$ cat config.mk
export PLATFORM = sky130hd
export DESIGN_NAME = byte_reg_arbiter_flat
export DESIGN_NICKNAME = d
export VERILOG_FILES = /design/src/rtl/byte_arb_pkg.sv /design/src/rtl/byte_reg_arbiter_if.sv /design/src/rtl/byte_reg_arbiter_rr_pick.sv /design/src/rtl/byte_reg_arbiter.sv /design/src/flat_wrapper.sv
export SDC_FILE = /design/constraint.sdc
export NUM_CORES = 1
export LEC_CHECK = 0
export CAP_MARGIN = 20
export CORE_MARGIN = 2
export CORE_UTILIZATION = 36
export CTS_CLUSTER_SIZE = 12
export DETAILED_ROUTE_END_ITERATION = 8
export GPL_TIMING_DRIVEN = 0
export PLACE_DENSITY = 0.79
export SYNTH_ARGS = -nofsm -noshare
export SYNTH_HDL_FRONTEND = slang
export SYNTH_SLANG_ARGS = --single-unit
$ cat constraint.sdc
create_clock -name clk -period 2.55 [get_ports clk]
set_input_delay 0.51 -clock clk [delete_from_list [all_inputs] [get_ports clk]]
set_output_delay 0.51 -clock clk [all_outputs]
set_load 0.02 [all_outputs]
$ cat src/rtl/byte_arb_pkg.sv
// Shared types and constants for the round-robin byte register arbiter.
// The BYTE_ARB_LOCK_EN macro adds per-requester lock support in the interface and the top.
package byte_arb_pkg;

    typedef enum logic {
        EMPTY = 1'b0,
        FULL  = 1'b1
    } state_t;

    localparam int DEF_NUM_REQ = 4;
    localparam int DEF_WIDTH   = 8;

    // A one-requester build still needs a one-bit index.
    function automatic int idx_width(input int n);
        return (n > 1) ? $clog2(n) : 1;
    endfunction

endpackage

$ cat src/rtl/byte_reg_arbiter_if.sv
// Requester and downstream bundle for byte_reg_arbiter.
// Defining BYTE_ARB_LOCK_EN adds the req_lock vector.
interface byte_reg_arbiter_if
    import byte_arb_pkg::*;
#(
    parameter int NUM_REQ = DEF_NUM_REQ,
    parameter int WIDTH   = DEF_WIDTH
);
    localparam int IDX_W = idx_width(NUM_REQ);

    logic [NUM_REQ-1:0]       req_valid;
    logic [NUM_REQ*WIDTH-1:0] req_data;
    logic [NUM_REQ-1:0]       req_ready;
`ifdef BYTE_ARB_LOCK_EN
    logic [NUM_REQ-1:0]       req_lock;
`endif
    logic                     out_valid;
    logic [WIDTH-1:0]         out_data;
    logic [IDX_W-1:0]         out_src;
    logic                     out_ready;

`ifdef BYTE_ARB_LOCK_EN
    modport master (
        output req_valid, req_data, req_lock, out_ready,
        input  req_ready, out_valid, out_data, out_src
    );
    modport slave (
        input  req_valid, req_data, req_lock, out_ready,
        output req_ready, out_valid, out_data, out_src
    );
`else
    modport master (
        output req_valid, req_data, out_ready,
        input  req_ready, out_valid, out_data, out_src
    );
    modport slave (
        input  req_valid, req_data, out_ready,
        output req_ready, out_valid, out_data, out_src
    );
`endif

endinterface

$ cat src/rtl/byte_reg_arbiter_rr_pick.sv
// Combinational round-robin picker: first set bit of req searching upward from ptr+1.
module rr_pick
    import byte_arb_pkg::*;
#(
    parameter int NUM_REQ = DEF_NUM_REQ,
    localparam int IDX_W  = idx_width(NUM_REQ)
) (
    input  logic [NUM_REQ-1:0] req,
    input  logic [IDX_W-1:0]   ptr,
    output logic [IDX_W-1:0]   sel,
    output logic               any_req
);

    // Walk from the farthest candidate back to the nearest so the nearest wins.
    always_comb begin
        sel     = '0;
        any_req = 1'b0;
        for (int k = NUM_REQ; k >= 1; k--) begin
            if (req[(int'(ptr) + k) % NUM_REQ]) begin
                sel     = IDX_W'((int'(ptr) + k) % NUM_REQ);
                any_req = 1'b1;
            end
        end
    end

endmodule

$ cat src/rtl/byte_reg_arbiter.sv
// Round-robin arbiter sharing one registered byte stage between NUM_REQ requesters.
// BYTE_ARB_LOCK_EN lets a requester lock the grant across several beats.
//
//   state | meaning
//   ------+-------------------------------------------
//   EMPTY | output buffer holds no beat
//   FULL  | output buffer holds a beat for downstream
module byte_reg_arbiter
    import byte_arb_pkg::*;
#(
    parameter int NUM_REQ = DEF_NUM_REQ,
    parameter int WIDTH   = DEF_WIDTH
) (
    input logic               clk,
    input logic               rst,
    byte_reg_arbiter_if.slave bus
);

    localparam int IDX_W = idx_width(NUM_REQ);
    localparam logic [IDX_W-1:0] PTR_RST = IDX_W'(NUM_REQ - 1);

    state_t             state, state_nxt;
    logic [IDX_W-1:0]   rr_ptr;
    logic [IDX_W-1:0]   sel;
    logic               any_req;
    logic               can_accept;
    logic               xfer;
    logic [NUM_REQ-1:0] cand;
    logic [WIDTH-1:0]   data_q;
    logic [IDX_W-1:0]   src_q;

`ifdef BYTE_ARB_LOCK_EN
    logic               lock_active;
    logic [IDX_W-1:0]   lock_idx;
    logic [NUM_REQ-1:0] lock_mask;

    assign lock_mask = NUM_REQ'(1) << lock_idx;
    assign cand      = lock_active ? (bus.req_valid & lock_mask) : bus.req_valid;
`else
    assign cand      = bus.req_valid;
`endif

    rr_pick #(.NUM_REQ(NUM_REQ)) u_pick (
        .req     (cand),
        .ptr     (rr_ptr),
        .sel     (sel),
        .any_req (any_req)
    );

    // Draining and refilling in the same cycle keeps full throughput.
    assign can_accept = (state == EMPTY) || (bus.out_ready && (state == FULL));
    assign xfer       = rst && any_req && can_accept;

    always_ff @(posedge clk) begin
        if (!rst) state <= EMPTY;
        else      state <= state_nxt;
    end

    always_comb begin
        state_nxt = state;
        case (state)
            EMPTY:   if (xfer) state_nxt = FULL;
            FULL: begin
                if (xfer)               state_nxt = FULL;
                else if (bus.out_ready) state_nxt = EMPTY;
            end
            default: state_nxt = EMPTY;
        endcase
    end

    always_comb begin
        bus.req_ready = '0;
        if (xfer) bus.req_ready[sel] = 1'b1;
        bus.out_valid = (state == FULL);
    end

    always_ff @(posedge clk) begin
        if (!rst) begin
            data_q <= '0;
            src_q  <= '0;
            rr_ptr <= PTR_RST;
        end else if (xfer) begin
            data_q <= bus.req_data[int'(sel)*WIDTH +: WIDTH];
            src_q  <= sel;
            rr_ptr <= sel;
        end
    end

`ifdef BYTE_ARB_LOCK_EN
    always_ff @(posedge clk) begin
        if (!rst) begin
            lock_active <= 1'b0;
            lock_idx    <= '0;
        end else if (xfer) begin
            if (bus.req_lock[sel]) begin
                lock_active <= 1'b1;
                lock_idx    <= sel;
            end else if (lock_active && (sel == lock_idx)) begin
                lock_active <= 1'b0;
            end
        end
    end
`endif

    assign bus.out_data = data_q;
    assign bus.out_src  = src_q;

endmodule
$ cat src/flat_wrapper.sv
// flat-port wrapper written by rule: the top's interface ports become plain ports
module byte_reg_arbiter_flat import byte_arb_pkg::*;
#(
    parameter int NUM_REQ = DEF_NUM_REQ,
    parameter int WIDTH   = DEF_WIDTH
)
  (clk, rst, bus_req_valid, bus_req_data, bus_out_ready, bus_req_ready, bus_out_valid, bus_out_data, bus_out_src);
  byte_reg_arbiter_if #(.NUM_REQ(NUM_REQ), .WIDTH(WIDTH)) bus_i ();
  input logic clk;
  input logic rst;
  input wire logic [$bits(bus_i.req_valid)-1:0] bus_req_valid;
  input wire logic [$bits(bus_i.req_data)-1:0] bus_req_data;
  input wire logic [$bits(bus_i.out_ready)-1:0] bus_out_ready;
  output wire logic [$bits(bus_i.req_ready)-1:0] bus_req_ready;
  output wire logic [$bits(bus_i.out_valid)-1:0] bus_out_valid;
  output wire logic [$bits(bus_i.out_data)-1:0] bus_out_data;
  output wire logic [$bits(bus_i.out_src)-1:0] bus_out_src;
  assign bus_i.req_valid = bus_req_valid;
  assign bus_i.req_data = bus_req_data;
  assign bus_i.out_ready = bus_out_ready;
  assign bus_req_ready = bus_i.req_ready;
  assign bus_out_valid = bus_i.out_valid;
  assign bus_out_data = bus_i.out_data;
  assign bus_out_src = bus_i.out_src;
  byte_reg_arbiter #(.NUM_REQ(NUM_REQ), .WIDTH(WIDTH)) u_core (.clk(clk), .rst(rst), .bus(bus_i));
endmodule
==> impl_metrics.tcl, run 1 <==
set metrics [dict create \
    synth_cell_types 31 \
    wl_met2_mm 1.32 \
    max_freq_mhz 406 \
    seqPwrFrac_pct 35.5 \
    route.met3.wl_um 226 \
    clock_skew_ps 4.87 \
    path_clk_slew_ps 80 \
    portBuffers 52 \
    crit-reg2reg-launch "u_core.rr_ptr[1]" \
    grt_pass1_vias 932 \
    drc_errors 0 \
    slew_viol_final 0 \
    hp-class "register to register" \
    rows 17 \
    met1_length_mm 1.05 \
    grt_max_degree 11 \
    yosysTopAreaCell "dfxtp_1" \
    track_usage_pct 20.5 \
    synth_edf_count 0 \
    yosysWarnings 0 \
    async_reset_ff_share_pct 0 \
    hold_buffers 0 \
    via_per_inst 5.25 \
    num_vias 972 \
    highest_layer "met4" \
    nNetsFinal 197 \
    syn_nets 136 \
    p_leak_uw 0.000573 \
    die-area_um2 2790 \
    die_w_um 52.8 \
    synth.avg_cell_area_um2 8.84 \
    die-height_um 52.8 \
    setup.worst_path.end_class "primary output" \
    post-route-period-util_pct 96.6 \
    synth_top_area_share_pct 30.4 \
    powerDensity_nw_per_um2 463 \
    swShare_pct 32.5 \
    crit_type "input pin to primary output" \
    cts_buffer_depth 2 \
    p_sw_uw 225 \
    dp_hpwl_mm 1.97 \
    cts_tree "built" \
    hp-start "u_core.bus.out_src[1]" \
    clock_sinks 13 \
    worstMarginPinSlew_ps 473 \
    ant_nets 0 \
    p_total_uw 691 \
    power.internal_uw 467 \
    grt_setup_unrepaired "no" \
    grt_pass1_wl_mm 4.07 \
    placed_area_um2 1410 \
    yosysSeqAreaShare_pct 30.4 \
    ir_drop_mv 0.323 \
    placedCellCount 177 \
    cp_data_arrival_time_ps 1950 \
    synth-seq-cells 13 \
    insertion_delay_ps 270 \
    avgRoutedWirePerCell_um 14.1 \
    grt_overflow 0 \
    finalNonFillerCells 185 \
    cap_violations 0 \
    num_antenna_cells 0 \
    antenna_found_initial 0 \
    htree_levels 1 \
    drtIter0Drc 8 \
    start_util_pct 38.4 \
    combPwrFrac_pct 46.0 \
    fin_area_um2 1490 \
    drt-total-wl_mm 2.61 \
    power_frac_clock_pct 18.5 \
    worst_hold_slack_ps 460 \
    fp.coreArea_um2 2230 \
    status "completed" \
    setup_viol 0 \
    syn2layout_area_growth_pct 74.3 \
    finalHoldViolCount 0 \
    startpoint "bus_out_ready" \
    critPathRequiredTime_ps 2040 \
    root_buffer "clkbuf_4" \
    cts-buffers-inserted 3 \
    layout-drive-gt1-share_pct 21.7 \
    syn-cell-area_um2 857 \
    place_ws_ps -835 \
    final.setup.worst_slack_ps 86.0 \
    syn_inst 97 \
    num_io_pins 54 \
    worst_setup_path_start_kind "input pin" \
    maxSlewHeadroom_pct 68.5 \
    post-route-min-period_ps 2460 \
    synth_area_leaders "dfxtp_1 30%, mux2i_1 8.2%, mux2_2 6.6%" \
    crit_fanout 6 \
    drtPass1Iterations 4 \
    gp_congestion 0.702 \
    synth-main-ff-cell "dfxtp_1" \
]
-- critical path, stage by stage --
cell and delay [ps]:
clkdlybuf4s50_1 450, nor2b_1 60, nor2_1 180, nand2_2 130, and3b_1 250, buf_6 120, clkdlybuf4s15_2 250
-- through the flow --
step / TNS, ps / util [%]
floorplan: 0 / -
global placement: -2810 / 63.2
detailed placement: -3060 / 63.2
CTS: 0 / 66.6
global route: 0 / 66.9
finish: 0 / 66.9
-- cells by family after synthesis --
kind of cell	share of synthesized area [%]
buf+inv	4.96
mux	14.7
simple gates	25.0
flops	30.4
compound gates	25.0
-- worst paths after layout --
| check | cells past startpoint | end | slack (ps) |
|---|---|---|---|
| hold reg to reg | 2 | u_core.bus.out_src[1] | 460 |
| setup / recovery | 7 | bus_req_ready[1] | 90 |
| setup reg to reg | 7 | u_core.bus.out_data[4] | 650 |
| hold / removal | 2 | u_core.bus.out_src[1] | 460 |
-- layout make-up --
| cell class | count | area, µm² |
|---|---|---|
| fill | 201 | 739 |
| multi-input combinational | 77 | 588 |
| timing repair buffer | 56 | 537 |
| sequential | 13 | 260 |
| buffer | 7 | 47.5 |
| tap | 28 | 35.0 |
| clock buffer | 4 | 26.3 |
-- Yosys cell counts (3+ instances only) --
| library cell | number |
|---|---|
| a21boi_0 | 5 |
| a221o_1 | 5 |
| clkbuf_1 | 3 |
| dfxtp_1 | 13 |
| mux2_2 | 5 |
| mux2i_1 | 7 |
| nand2_1 | 9 |
| nand2b_1 | 3 |
| nand3_1 | 11 |
| nor2_1 | 7 |
| o221ai_1 | 3 |
| or2_1 | 3 |
-- routing by layer --
metal | vias to the layer above | GRT usage (%)
met1 | 454 | 23.5
li1 | 479 | -
met4 | 0 | 8.12
met2 | 37 | 35.6
met5 | - | 0
met3 | 2 | 5.43
-- flip-flops by register name (all words and copies together), names as in the netlist --
signal and cells:
u_core.bus.out_data 8, u_core.bus.out_src 2, u_core.rr_ptr 2, u_core.bus.out_valid 1
-- repair_timing --
action                     CTS  global route
gates resized for setup     23            11
setup endpoints to repair    4             4
cloned                       0             0
buffers inserted             3             1
pin swaps                    4             1
-- cell usage in the layout (no fill, tap or decap), types with 4 or more instances in the layout --
cell,synthesis,routed
clkdlybuf4s50_1,0,45
dfxtp_1,13,13
nand3_1,11,11
nand2_1,9,8
buf_4,2,7
nor2_1,7,6
mux2i_1,7,6
mux2_2,5,5
a21boi_0,5,5
a221o_1,5,5
clkbuf_2,0,4
clkbuf_4,0,4
-- power groups by stage --
stage | Clock, µW | Sequential [µW] | Combinational [µW]
after floorplan | 0 | 276 | 130
after global placement | 0 | 248 | 295
after detailed placement | 0 | 249 | 298
after CTS | 133 | 245 | 314
after global routing | 142 | 249 | 341
final | 128 | 245 | 318
Power figures use the tool's default switching activity.
==> inputs of run 2 (changes only) <==
--- a/config.mk
+++ b/config.mk
@@ -6,7 +6,7 @@
 export NUM_CORES = 1
 export LEC_CHECK = 0
 export CAP_MARGIN = 20
-export CORE_MARGIN = 2
+export CORE_MARGIN = 8
 export CORE_UTILIZATION = 36
 export CTS_CLUSTER_SIZE = 12
 export DETAILED_ROUTE_END_ITERATION = 8
==> impl_metrics.tcl, run 2 (synthesis gave the netlist of run 1 again) <==
set metrics [dict create \
    maxSlewHeadroom_pct 66.2 \
    fin_area_um2 1490 \
    final_common_cell "clkdlybuf4s50_1" \
    cts_tree "built" \
    htree_levels 1 \
    status "completed" \
    track_usage_pct 15.5 \
    portBuffers 52 \
    insertion_delay_ps 280 \
    die-area_um2 4200 \
    num_io_pins 54 \
    gp_congestion 0.705 \
    path_clk_slew_ps 80 \
    root_buffer "clkbuf_4" \
    cp_data_arrival_time_ps 1960 \
    grt_setup_unrepaired "no" \
    crit_fanout 6 \
    die_w_um 64.8 \
    ir_drop_mv 0.368 \
    drtPass1Iterations 4 \
    clock_skew_ps 5.35 \
    die-height_um 64.8 \
    drc_errors 0 \
    cts_buffer_depth 2 \
    num_antenna_cells 0 \
    max_freq_mhz 404 \
    grt_pass1_wl_mm 5.20 \
    grt_pass1_vias 1118 \
    layout_common_cells "45 x clkdlybuf4s50_1, 13 x dfxtp_1, 11 x nand3_1" \
    via_per_inst 5.40 \
    hp-class "register to register" \
    post-route-min-period_ps 2470 \
    slew_viol_final 0 \
    layout-drive-gt1-share_pct 19.2 \
    num_vias 994 \
    nNetsFinal 196 \
    rows 17 \
    worst_setup_path_start_kind "input pin" \
    clock_sinks 13 \
    critPathRequiredTime_ps 2040 \
    p_leak_uw 0.000577 \
    final.setup.tns_ps 0 \
    worstMarginPinSlew_ps 508 \
    drt-total-wl_mm 3.11 \
    start_util_pct 38.4 \
    placed_area_um2 1410 \
    grt_max_degree 11 \
    crit_type "input pin to primary output" \
    drtIter0Drc 47 \
    dp_hpwl_mm 2.43 \
    avgRoutedWirePerCell_um 16.9 \
    cap_violations 0 \
    grt_overflow 0 \
    setup.worst_path.end_class "primary output" \
    syn2layout_area_growth_pct 73.4 \
    antenna_found_initial 0 \
    cts-buffers-inserted 3 \
    setup_viol 0 \
    powerDensity_nw_per_um2 471 \
    ant_nets 0 \
    post-route-period-util_pct 97.0 \
    finalHoldViolCount 0 \
    fp.coreArea_um2 2230 \
    largest_reg_flops 8 \
]
[run 2: cell count changes in the layout (fill, tap and decap cells not counted), sizes merged]
cell           previous run  this run
dlygate4sd2               0         2
clkdlybuf4s15             3         1
clkbuf                   10         9
[run 2: path summary, 6_finish.rpt]
path | slack (ps) | start | endpoint | cells past startpoint
max | 80 | bus_req_valid[1] | bus_req_ready[2] | 7
min | 450 | u_core.bus.out_src[1] | u_core.bus.out_src[1] | 2
max reg2reg | 640 | u_core.rr_ptr[1] | u_core.bus.out_data[3] | 7
min reg2reg | 450 | u_core.bus.out_src[1] | u_core.bus.out_src[1] | 2
[run 2: stage by stage]
stage               setup WS [ps]  hold WS [ps]  std cells  utilization, %  total power [µW]
CTS                          6.41           456        184            67.0               701
finish                       76.0           452        184            66.6               700
floorplan                     322           533         97               -               407
detailed placement           -856           445        177            63.2               552
global route                 1.72           470        184            66.6               741
global placement             -838           445        177            63.2               544
[run 2: power by group]
| part | total [µW] | switching (µW) | internal [µW] |
|---|---|---|---|
| combinational | 319 | 145 | 174 |
| clock | 135 | 74.1 | 60.7 |
| sequential | 245 | 15.4 | 230 |
| total | 700 | 235 | 465 |
[run 2: worst max-delay path, cell delays in order]
cell	delay (ps)
dlygate4sd2_1	310
or2_4	290
a31oi_4	200
o211ai_4	120
or2_1	290
nor2_1	100
buf_4	150
[run 2: layout make-up]
| class | count | area [µm²] |
|---|---|---|
| Buffer | 7 | 47.5 |
| Clock buffer | 4 | 26.3 |
| Fill cell | 197 | 747 |
| Multi-Input combinational cell | 77 | 593 |
| Sequential cell | 13 | 260 |
| Tap cell | 28 | 35.0 |
| Timing Repair Buffer | 55 | 524 |
[run 2: routing by layer]
layer,track usage [%],wire [µm],up-vias
met5,0,0,-
met1,16.0,1170,474
met3,7.04,311,2
met4,4.36,11,0
met2,27.6,1620,38
li1,-,-,480
[run 2: what timing repair did]
item                       4_1_cts  5_1_grt
hold buffers                     0        0
setup buffers                    3        0
pin swaps                        3        1
resized for setup               24        6
setup endpoints to repair        4        4
